### config.mk
export PLATFORM = sky130hd
export DESIGN_NAME = imem_loader
export DESIGN_NICKNAME = d
export VERILOG_FILES = /design/src/rtl/imem_loader.sv
export SDC_FILE = /design/constraint.sdc
export NUM_CORES = 1
export LEC_CHECK = 0
export ABC_AREA = 0
export CORE_MARGIN = 2
export CORE_UTILIZATION = 65
export DETAILED_ROUTE_END_ITERATION = 10
export GPL_ROUTABILITY_DRIVEN = 0
export PLACE_DENSITY = 0.84
export SETUP_SLACK_MARGIN = 0.15
export SLEW_MARGIN = 10
export SYNTH_ARGS = -nofsm -noshare
export SYNTH_HDL_FRONTEND = slang
export SYNTH_SLANG_ARGS = --single-unit
### constraint.sdc
create_clock -name Clk -period 6.58 [get_ports Clk]
set_input_delay 1.316 -clock Clk [delete_from_list [all_inputs] [get_ports Clk]]
set_output_delay 1.316 -clock Clk [all_outputs]
set_load 0.01 [all_outputs]
### src/rtl/imem_loader.sv
// Instruction memory loader: a writer streams program words in LOAD mode, and
// the processor then fetches them by PC in RUN mode with one cycle of latency.
//
// state | meaning
// IDLE  | no activity; waits for a load request or a loaded program to run
// LOAD  | ready to accept one word from the writer
// ACK   | word taken (or refused when full); waits for Load_Valid to drop
// RUN   | program loaded, fetches by PC are served
module imem_loader #(
  parameter int DEPTH = 32
) (
  input  logic       Clk,
  input  logic       Reset,
  input  logic       Load_Mode,
  input  logic       Load_Valid,
  input  logic [7:0] Load_Data,
  input  logic [7:0] PC,
  output logic       Load_Ready,
  output logic [7:0] Instruction,
  output logic       Run_Enable,
  output logic [7:0] Load_Count,
  output logic       Overflow
);

  localparam int AW = (DEPTH > 1) ? $clog2(DEPTH) : 1;
  localparam logic [8:0] DEPTH_CNT = 9'(DEPTH);

  typedef enum logic [1:0] {IDLE, LOAD, ACK, RUN} state_t;

  state_t     state;
  logic [8:0] cnt;
  logic [7:0] mem [2**AW];
  logic       full;
  logic       pc_hit;
  logic       mem_we;

  // The count needs 9 bits to hold DEPTH=256; the 8-bit port clamps at 255.
  assign full       = (cnt >= DEPTH_CNT);
  assign pc_hit     = ({1'b0, PC} < cnt);
  assign Load_Count = cnt[8] ? 8'hFF : cnt[7:0];
  assign Load_Ready = (state == LOAD);
  assign Run_Enable = (state == RUN);

  always_comb begin
    mem_we = 1'b0;
    if (!Reset && state == LOAD && Load_Mode && Load_Valid && !full)
      mem_we = 1'b1;
  end

  // Storage is never reset; words at or beyond the count are masked on read.
  always_ff @(posedge Clk) begin
    if (mem_we)
      mem[cnt[AW-1:0]] <= Load_Data;
  end

  always_ff @(posedge Clk) begin
    if (Reset) begin
      state       <= IDLE;
      cnt         <= 9'd0;
      Overflow    <= 1'b0;
      Instruction <= 8'h00;
    end else begin
      Instruction <= 8'h00;
      case (state)
        IDLE: begin
          if (Load_Mode) begin
            state    <= LOAD;
            cnt      <= 9'd0;
            Overflow <= 1'b0;
          end else if (cnt != 9'd0) begin
            state <= RUN;
          end
        end
        LOAD: begin
          // Dropping Load_Mode wins over a word offered in the same cycle.
          if (!Load_Mode) begin
            state <= IDLE;
          end else if (Load_Valid) begin
            if (full)
              Overflow <= 1'b1;
            else
              cnt <= cnt + 9'd1;
            state <= ACK;
          end
        end
        ACK: begin
          if (!Load_Valid)
            state <= Load_Mode ? LOAD : IDLE;
        end
        RUN: begin
          if (Load_Mode) begin
            state    <= LOAD;
            cnt      <= 9'd0;
            Overflow <= 1'b0;
          end else if (pc_hit) begin
            Instruction <= mem[PC[AW-1:0]];
          end
        end
        default: state <= IDLE;
      endcase
    end
  end

endmodule

==> flow_summary.json, run 1 <==
{
  "outcome": "finished, final reports clean",
  "hold_buffers": 0,
  "syn_nets": 620,
  "tritoncts": "yes",
  "syn_to_final_growth_pct": 12.5,
  "final_layout_size_suffix_gt1_share_pct": 20.4,
  "slew_viol_final": 0,
  "fin_crit_sh_pct": 53.7,
  "required_ns": 6.73,
  "drcViolationCount": 0,
  "final_cell_area_um2": 12500,
  "multi_input_area_um2": 2830,
  "ant_nets": 0,
  "cp_max_fo": 9,
  "antenna_found_initial": 0,
  "wl_per_cell_um": 28.4,
  "grtUsageTotal_pct": 28.3,
  "vias": 6086,
  "htreeDepth": 1,
  "cellPowerDensity_nw_per_um2": 303,
  "antenna_cells": 0,
  "synthTopCellsByArea": "edfxtp_1, mux4_2, dfxtp_1",
  "root_buffer": "clkbuf_16",
  "ys_warn_count": 0,
  "dieWidth_um": 135,
  "critPathMaxStageDelay_ns": 0.84,
  "regArea_um2": 8090,
  "final_cell_mix": "edfxtp_1, mux4_2, nor2_1, clkdlybuf4s50_1, a22o_1",
  "startpoint": "Load_Mode",
  "yosysUniqueCellTypes": 49,
  "ys_seq_elements": 276,
  "clk_pin_slew_ns": 0.06,
  "seq_area_frac_synth_pct": 72.7,
  "netlist_instances": 584,
  "synth_area_per_cell_um2": 19.1,
  "cts_buffer_depth": 3,
  "reg2reg_from": "cnt[8]",
  "rsz0062_at_grt": "false",
  "async_reset_ff_share_pct": 0,
  "fmax_ghz": 0.283,
  "cp.buffers_inverters": 1,
  "core_um2": 16600,
  "synthFlopType": "edfxtp_1",
  "drt-total-wl_mm": 24.8,
  "grt_max_degree": 47,
  "die_y_um": 135,
  "drv_cap": 0,
  "report.final.hold_viol_count": 0,
  "startpoint_type": "primary input",
  "dr.pass1.iters": 5,
  "post_dp_cell_area_um2": 11700,
  "mostFrequentLayoutCell": "edfxtp_1",
  "fill_cells": 833,
  "drtIter0Drc": 990,
  "end_kind": "register",
  "yosysTopAreaCellShare_pct": 69.1,
  "start_util_pct": 66.9,
  "worstSetupPathType": "primary input to register",
  "hold_start": "Overflow",
  "finalSetupTns_ns": 0,
  "min_period_ns": 3.53,
  "relSlewSlack_pct": 22.4,
  "floorplan.die_area_um2": 18200,
  "irDropWorstVdd_mv": 0.263,
  "grt_pass1_wl_mm": 37.8,
  "clkSinkCount": 276,
  "boundaryPins": 39,
  "cts_setup_buffers": 0,
  "synth.cell_area_um2": 11100,
  "grt_overflow": 0,
  "grt_pass1_vias": 6049,
  "crit_chain": "clkdlybuf4s50_1 > nand3_2 > nor3b_2 > nand2_1 > nor2_1",
  "cts_buffers": 26,
  "synth_edf_count": 256,
  "p_leak_uw": 0.00397,
  "slowest_stage": "nor2_1",
  "setup_viol": 0,
  "arrival_ns": 3.68,
  "finalClockSkew_ns": 0.0148,
  "rows": 47,
  "hpwlAfterDp_mm": 14.4,
  "critPathTopFamily": "simple AND/OR/NAND/NOR gates",
  "hold_path_class": "register to register",
  "p_total_uw": 3790,
  "tightest_slew_ns": 1.16,
  "nNetsFinal": 669,
  "vias_per_cell": 6.97,
  "synth.largest_area_cell": "edfxtp_1",
  "clkLatencyLatePin_ns": 0.53,
  "port_buffers": 38,
  "cts_resized": 0
}
-- layout make-up --
cell class	instances	share of cell area [%]
flip-flops and latches	276	64.6
clock buffers	40	5.78
well taps	220	2.20
repair buffers	48	3.58
clock inverters	8	0.939
multi-input cells	269	22.6
inverters	12	0.360
-- where the power goes --
group          internal, uW  total, uW  switching (uW)  leakage, uW
combinational           136        343             207      0.00110
clock                   876       1500             621     0.000408
sequential             1930       1950            19.9      0.00246
-- flip-flops by register name (all words and copies together), names as in the netlist --
name,cells
Overflow,1
state,2
Instruction,8
cnt,9
mem,256
-- kinds of logic after synthesis --
group / synth area share, %
fa+ha+maj: 1.80
simple gates: 5.08
mux: 13.6
buf+inv: 1.93
flops: 72.7
compound gates: 4.91
-- cells in the mapped netlist (2+ instances only) --
cell type and n:
and2_1 2, nand2b_1 3, a211oi_1 3, nor2b_1 5, o21ai_0 5, nand3b_1 2, buf_4 5, a22o_1 28
mux2_2 2, a21oi_1 9, nor3_1 3, or2_2 8, buf_6 5, mux4_2 65, inv_1 9, nand2_1 15
edfxtp_1 256, mux2i_1 3, nor2_1 56, buf_2 6, nand3_1 11, o22ai_1 8, ha_1 16, clkbuf_1 10
dfxtp_1 20, o32ai_1 5, inv_2 2
-- path summary, 6_finish.rpt --
| check | to | slack, ns | depth (start not counted) |
|---|---|---|---|
| setup / recovery | mem[2][0] | 3.05 | 5 |
| hold / removal | Overflow | 0.52 | 2 |
| setup reg to reg | mem[2][0] | 3.56 | 5 |
| hold reg to reg | Overflow | 0.52 | 2 |
-- tightest hold or removal path, cell delays in order, from the launching register on --
cell and delay, ns:
dfxtp_1 0.33, mux2i_1 0.07, nor2_1 0.09
-- routing by layer --
layer,wire [um],vias up,track usage (%)
met2,12200,478,45.7
met1,9540,3078,41.9
met4,603,0,6.73
met3,2450,58,4.58
met5,0,-,0
li1,-,2472,-
-- through the flow --
step | instances | util [%] | hold slack, ns | setup WS (ns)
CTS | 873 | 75.3 | 0.536 | 3.11
global placement | 825 | 70.2 | 0.489 | 2.74
detailed placement | 825 | 70.2 | 0.512 | 2.59
finish | 873 | 75.3 | 0.524 | 3.05
global route | 873 | 75.3 | 0.571 | 2.97
floorplan | 584 | - | 0.511 | 3.78
(Power assumes the default switching activity.)
==> run 2: changes to the inputs <==
CORE_UTILIZATION = 61   (was 65)
PLACE_DENSITY = 0.8   (was 0.84)
clock period = 3.6 ns   (was 6.58 ns; I/O delays follow)
==> run 2 against run 1 <==
  * Worst setup slack lost 2.2 ns
  * Final cell count grew 3.7%
  * Largest cell class unchanged
  * Hold slack got worse by 0.021 ns
  * Critical path type unchanged
  * Final area rose by 1.5%
  * Highest routed layer unchanged
  * Flip-flop and latch count stayed put
  * Register-to-register slack got worse by 2.7 ns
  * Sequential share of layout area fell by 0.95 points
  * Routed wire length increased by 2.5%
  * Combinational power is 78% higher
  * Via count down 0.87%
==> flow_summary.json, run 2 (synthesized netlist as in run 1, its figures left out) <==
{
  "cts_buffer_depth": 3,
  "place_ws_ns": 0.334,
  "ant_nets": 0,
  "cts_resized": 0,
  "antenna_found_initial": 0,
  "final_layout_size_suffix_gt1_share_pct": 23.4,
  "tritoncts": "yes",
  "grt_max_degree": 33,
  "drv_cap": 0,
  "utilization_pct": 70.8,
  "hold_buffers": 0,
  "rows": 49,
  "clkLatencyLatePin_ns": 0.53,
  "hold_path_class": "register to register",
  "startpoint_type": "primary input",
  "irDropWorstVdd_mv": 0.550,
  "tightest_slew_ns": 0.908,
  "drcViolationCount": 0,
  "finalClockSkew_ns": 0.0160,
  "power_frac_comb_pct": 9.0,
  "cellPowerDensity_nw_per_um2": 533,
  "arrival_ns": 2.88,
  "dieWidth_um": 139,
  "min_path_cells": 2,
  "wl_per_cell_um": 28.1,
  "fin_ws_ns": 0.859,
  "slowest_stage": "nor2_1",
  "fmax_ghz": 0.365,
  "antenna_cells": 0,
  "p_leak_uw": 0.00410,
  "fin_crit_sh_pct": 76.1,
  "reg2regPathDepth": 5,
  "core_um2": 18000,
  "grt_overflow": 0,
  "finalSetupTns_ns": 0,
  "cts_setup_buffers": 0,
  "cp_max_fo": 9,
  "required_ns": 3.74,
  "end_kind": "register",
  "fill_cells": 1053,
  "worstSetupPathType": "primary input to register",
  "switchingPower_uw": 1490,
  "vias": 6033,
  "floorplan.die_area_um2": 19300,
  "syn_to_final_growth_pct": 14.2,
  "root_buffer": "clkbuf_16",
  "largest_reg_flops": 256,
  "min_period_ns": 2.74,
  "switching_share_pct": 22.0,
  "p_int_uw": 5290,
  "die_y_um": 139,
  "clockPowerShare_pct": 38.4,
  "grt_pass1_vias": 6096,
  "drtIter0Drc": 850,
  "vias_per_cell": 6.67,
  "final_cell_mix": "edfxtp_1, mux4_2, nor2_1, clkdlybuf4s50_1, buf_4",
  "cts_buffers": 26,
  "outcome": "finished, final reports clean",
  "pwr-share-seq_pct": 52.5,
  "hpwlAfterDp_mm": 16.0,
  "htreeDepth": 1,
  "drt-total-wl_mm": 25.4,
  "crit_chain": "clkdlybuf4s50_1 > nand3_2 > nor3b_2 > nand2_1 > nor2_1",
  "relSlewSlack_pct": 39.3,
  "clkSinkCount": 276,
  "mostFrequentLayoutCell": "edfxtp_1",
  "clk_pin_slew_ns": 0.06,
  "boundaryPins": 39,
  "setup_viol": 0,
  "report.final.hold_viol_count": 0,
  "port_buffers": 38,
  "rsz0062_at_grt": "false",
  "start_util_pct": 62.0,
  "critPathMaxStageDelay_ns": 0.71,
  "nNetsFinal": 693,
  "grtUsageTotal_pct": 27.2,
  "dr.pass1.iters": 5,
  "slew_viol_final": 0,
  "grt_pass1_wl_mm": 38.6
}
## run 2: per-stage QoR
step                hold slack (ns)  total power, uW  cells  cell area (um^2)
finish                        0.502             6780    905             12700
global route                  0.549             6970    905             12700
CTS                           0.510             6800    905             12700
detailed placement            0.491             4230    858             11900
global placement              0.482             4210    858             11900
floorplan                     0.511             4010    584             11100
## run 2: layout make-up
class	instances	area, um^2	share of cell area (%)
clock buffer	38	747	5.88
clock inverter	9	65.1	0.512
inverter	12	45.0	0.354
multi-input combinational	269	2830	22.3
sequential	276	8090	63.6
tap	229	287	2.25
timing repair buffer	72	653	5.14
## run 2: worst paths after layout
| kind | start | endpoint | slack [ns] |
|---|---|---|---|
| min | Overflow | Overflow | 0.50 |
| max reg2reg | cnt[8] | mem[27][1] | 0.86 |
| max | Load_Mode | mem[27][1] | 0.86 |
| min reg2reg | Overflow | Overflow | 0.50 |
## run 2: critical path: cells and delay by family
family	cells	cell delay [ns]
buffers and inverters	1	0.65
AND/OR/NAND/NOR	4	1.51
## run 2: power groups by stage
stage / combinational (uW) / sequential [uW] / clock [uW]
2_1_floorplan: 390 / 3620 / 0
3_3_place_gp: 581 / 3630 / 0
3_5_place_dp: 604 / 3630 / 0
4_1_cts: 611 / 3560 / 2630
5_1_grt: 661 / 3560 / 2740
6_report: 611 / 3560 / 2600
## run 2: metal layers
metal	up-vias	wire, um	part of all wire (%)	global-route usage, %
li1	2518	-	-	-
met1	3047	9550	38	38.4
met2	418	12600	49	44.4
met3	50	2540	10	4.80
met4	0	784	3.1	8.29
met5	-	0	0	0
==> run 3: changes to the inputs <==
clock period = 2.6 ns   (was 3.6 ns; I/O delays follow)
==> run 3 against run 2 <==
  * First-iteration DRC count decreased by 14%
  * Sequential share of layout area decreased by 1.2 points
  * Via count increased by 0.45%
  * Clock skew increased by 0.0025 ns
  * Sequential power increased by 38%
  * Final cell count increased by 2.9%
  * Final area increased by 2.0%
  * Combinational power increased by 43%
  * Hold slack improved by 0.0071 ns
  * Clock power increased by 45%
  * Highest routed layer unchanged
==> flow_summary.json, run 3 (synthesized netlist as in run 1, its figures left out) <==
{
  "outcome": "finished, final reports clean",
  "end_kind": "register",
  "regArea_um2": 8090,
  "hold_buffers": 0,
  "cts_buffer_depth": 3,
  "clkLatencyLatePin_ns": 0.53,
  "wl_per_cell_um": 26.1,
  "dieWidth_um": 139,
  "cellPowerDensity_nw_per_um2": 739,
  "antenna_found_initial": 0,
  "rsz0062_at_grt": "true",
  "final_cell_mix": "edfxtp_1, mux4_2, nor2_1, buf_4, clkdlybuf4s50_1",
  "hold_start": "Overflow",
  "utilization_pct": 72.2,
  "fill_cells": 1030,
  "grtUsageTotal_pct": 25.8,
  "met1_usage_pct": 36.5,
  "tightest_slew_ns": 1.20,
  "cts_resized": 0,
  "clk_pin_slew_ns": 0.06,
  "vias_per_cell": 6.51,
  "syn_to_final_growth_pct": 16.5,
  "relSlewSlack_pct": 19.8,
  "clkSinkCount": 276,
  "core_um2": 18000,
  "busiest_layer": "met2",
  "boundaryPins": 39,
  "groute.layer.met2.usage_pct": 42.3,
  "start_util_pct": 62.0,
  "vias": 6060,
  "drtIter0Drc": 733,
  "report.final.hold_viol_count": 0,
  "fin_crit_sh_pct": 92.6,
  "tritoncts": "yes",
  "grt_overflow": 0,
  "htreeDepth": 1,
  "startpoint_type": "register",
  "grt_pass1_wl_mm": 37.8,
  "drcViolationCount": 0,
  "dr.pass1.iters": 5,
  "drv_cap": 0,
  "largest_reg_flops": 256,
  "grt_max_degree": 33,
  "mostFrequentLayoutCell": "edfxtp_1",
  "cts_buffers": 26,
  "rows": 49,
  "setup_viol": 0,
  "hpwlAfterDp_mm": 15.0,
  "root_buffer": "clkbuf_16",
  "reg2reg_from": "cnt[5]",
  "hold_path_class": "register to register",
  "p_leak_uw": 0.00425,
  "min_period_ns": 2.41,
  "multi_input_area_um2": 2830,
  "fmax_ghz": 0.415,
  "worstSetupPathType": "register to register",
  "nNetsFinal": 718,
  "floorplan.die_area_um2": 19300,
  "slew_viol_final": 0,
  "port_buffers": 38,
  "arrival_ns": 2.64,
  "drt-total-wl_mm": 24.3,
  "required_ns": 2.83,
  "grtUsageMet3_pct": 3.76,
  "cp_max_fo": 8,
  "antenna_cells": 0,
  "ant_nets": 0,
  "finalSetupTns_ns": 0,
  "finalClockSkew_ns": 0.0185,
  "irDropWorstVdd_mv": 0.513,
  "startpoint": "cnt[5]",
  "die_y_um": 139,
  "grt_pass1_vias": 6274,
  "final_layout_size_suffix_gt1_share_pct": 26.4,
  "cts_setup_buffers": 0
}
-- run 3: final cells by class --
type / count / area share, %
Sequential cell: 276 / 62.4
Multi-Input combinational cell: 269 / 21.8
Timing Repair Buffer: 97 / 6.68
Clock buffer: 34 / 5.41
Tap cell: 229 / 2.21
Clock inverter: 14 / 1.17
Inverter: 12 / 0.347
-- run 3: path summary, 6_finish.rpt --
| check | endpoint | slack [ns] | cells after the start |
|---|---|---|---|
| min reg2reg | Overflow | 0.51 | 2 |
| max reg2reg | mem[20][2] | 0.19 | 6 |
| min | Overflow | 0.51 | 2 |
| max | mem[20][2] | 0.19 | 6 |
-- run 3: power by group --
group / total [uW] / switching, uW / internal (uW)
Sequential: 4930 / 42.7 / 4880
Combinational: 873 / 498 / 375
Clock: 3780 / 1580 / 2200
Total: 9580 / 2120 / 7460
-- run 3: routing by layer --
| layer | vias to the layer above | wire length, um |
|---|---|---|
| met2 | 345 | 12000 |
| met4 | 0 | 807 |
| met1 | 3088 | 9740 |
| met3 | 64 | 1780 |
| li1 | 2563 | - |
| met5 | - | 0 |
-- run 3: worst max-delay path, stage by stage (launching register included) --
cell,delay (ns)
dfxtp_1,0.38
nor4_2,0.42
nand3_2,0.20
nor3b_2,0.30
nand2_1,0.31
nor2_1,0.27
buf_4,0.23
-- run 3: metrics by stage --
| step | instance area (um^2) | cells | power, uW | setup WS, ns | hold slack, ns |
|---|---|---|---|---|---|
| after floorplan | 11100 | 584 | 5550 | 0.542 | 0.511 |
| after global placement | 12100 | 883 | 5850 | -0.0888 | 0.481 |
| after detailed placement | 12100 | 883 | 5890 | -0.152 | 0.489 |
| after CTS | 13000 | 931 | 9620 | 0.236 | 0.512 |
| after global routing | 13000 | 931 | 9860 | 0.122 | 0.570 |
| final | 13000 | 931 | 9580 | 0.192 | 0.509 |
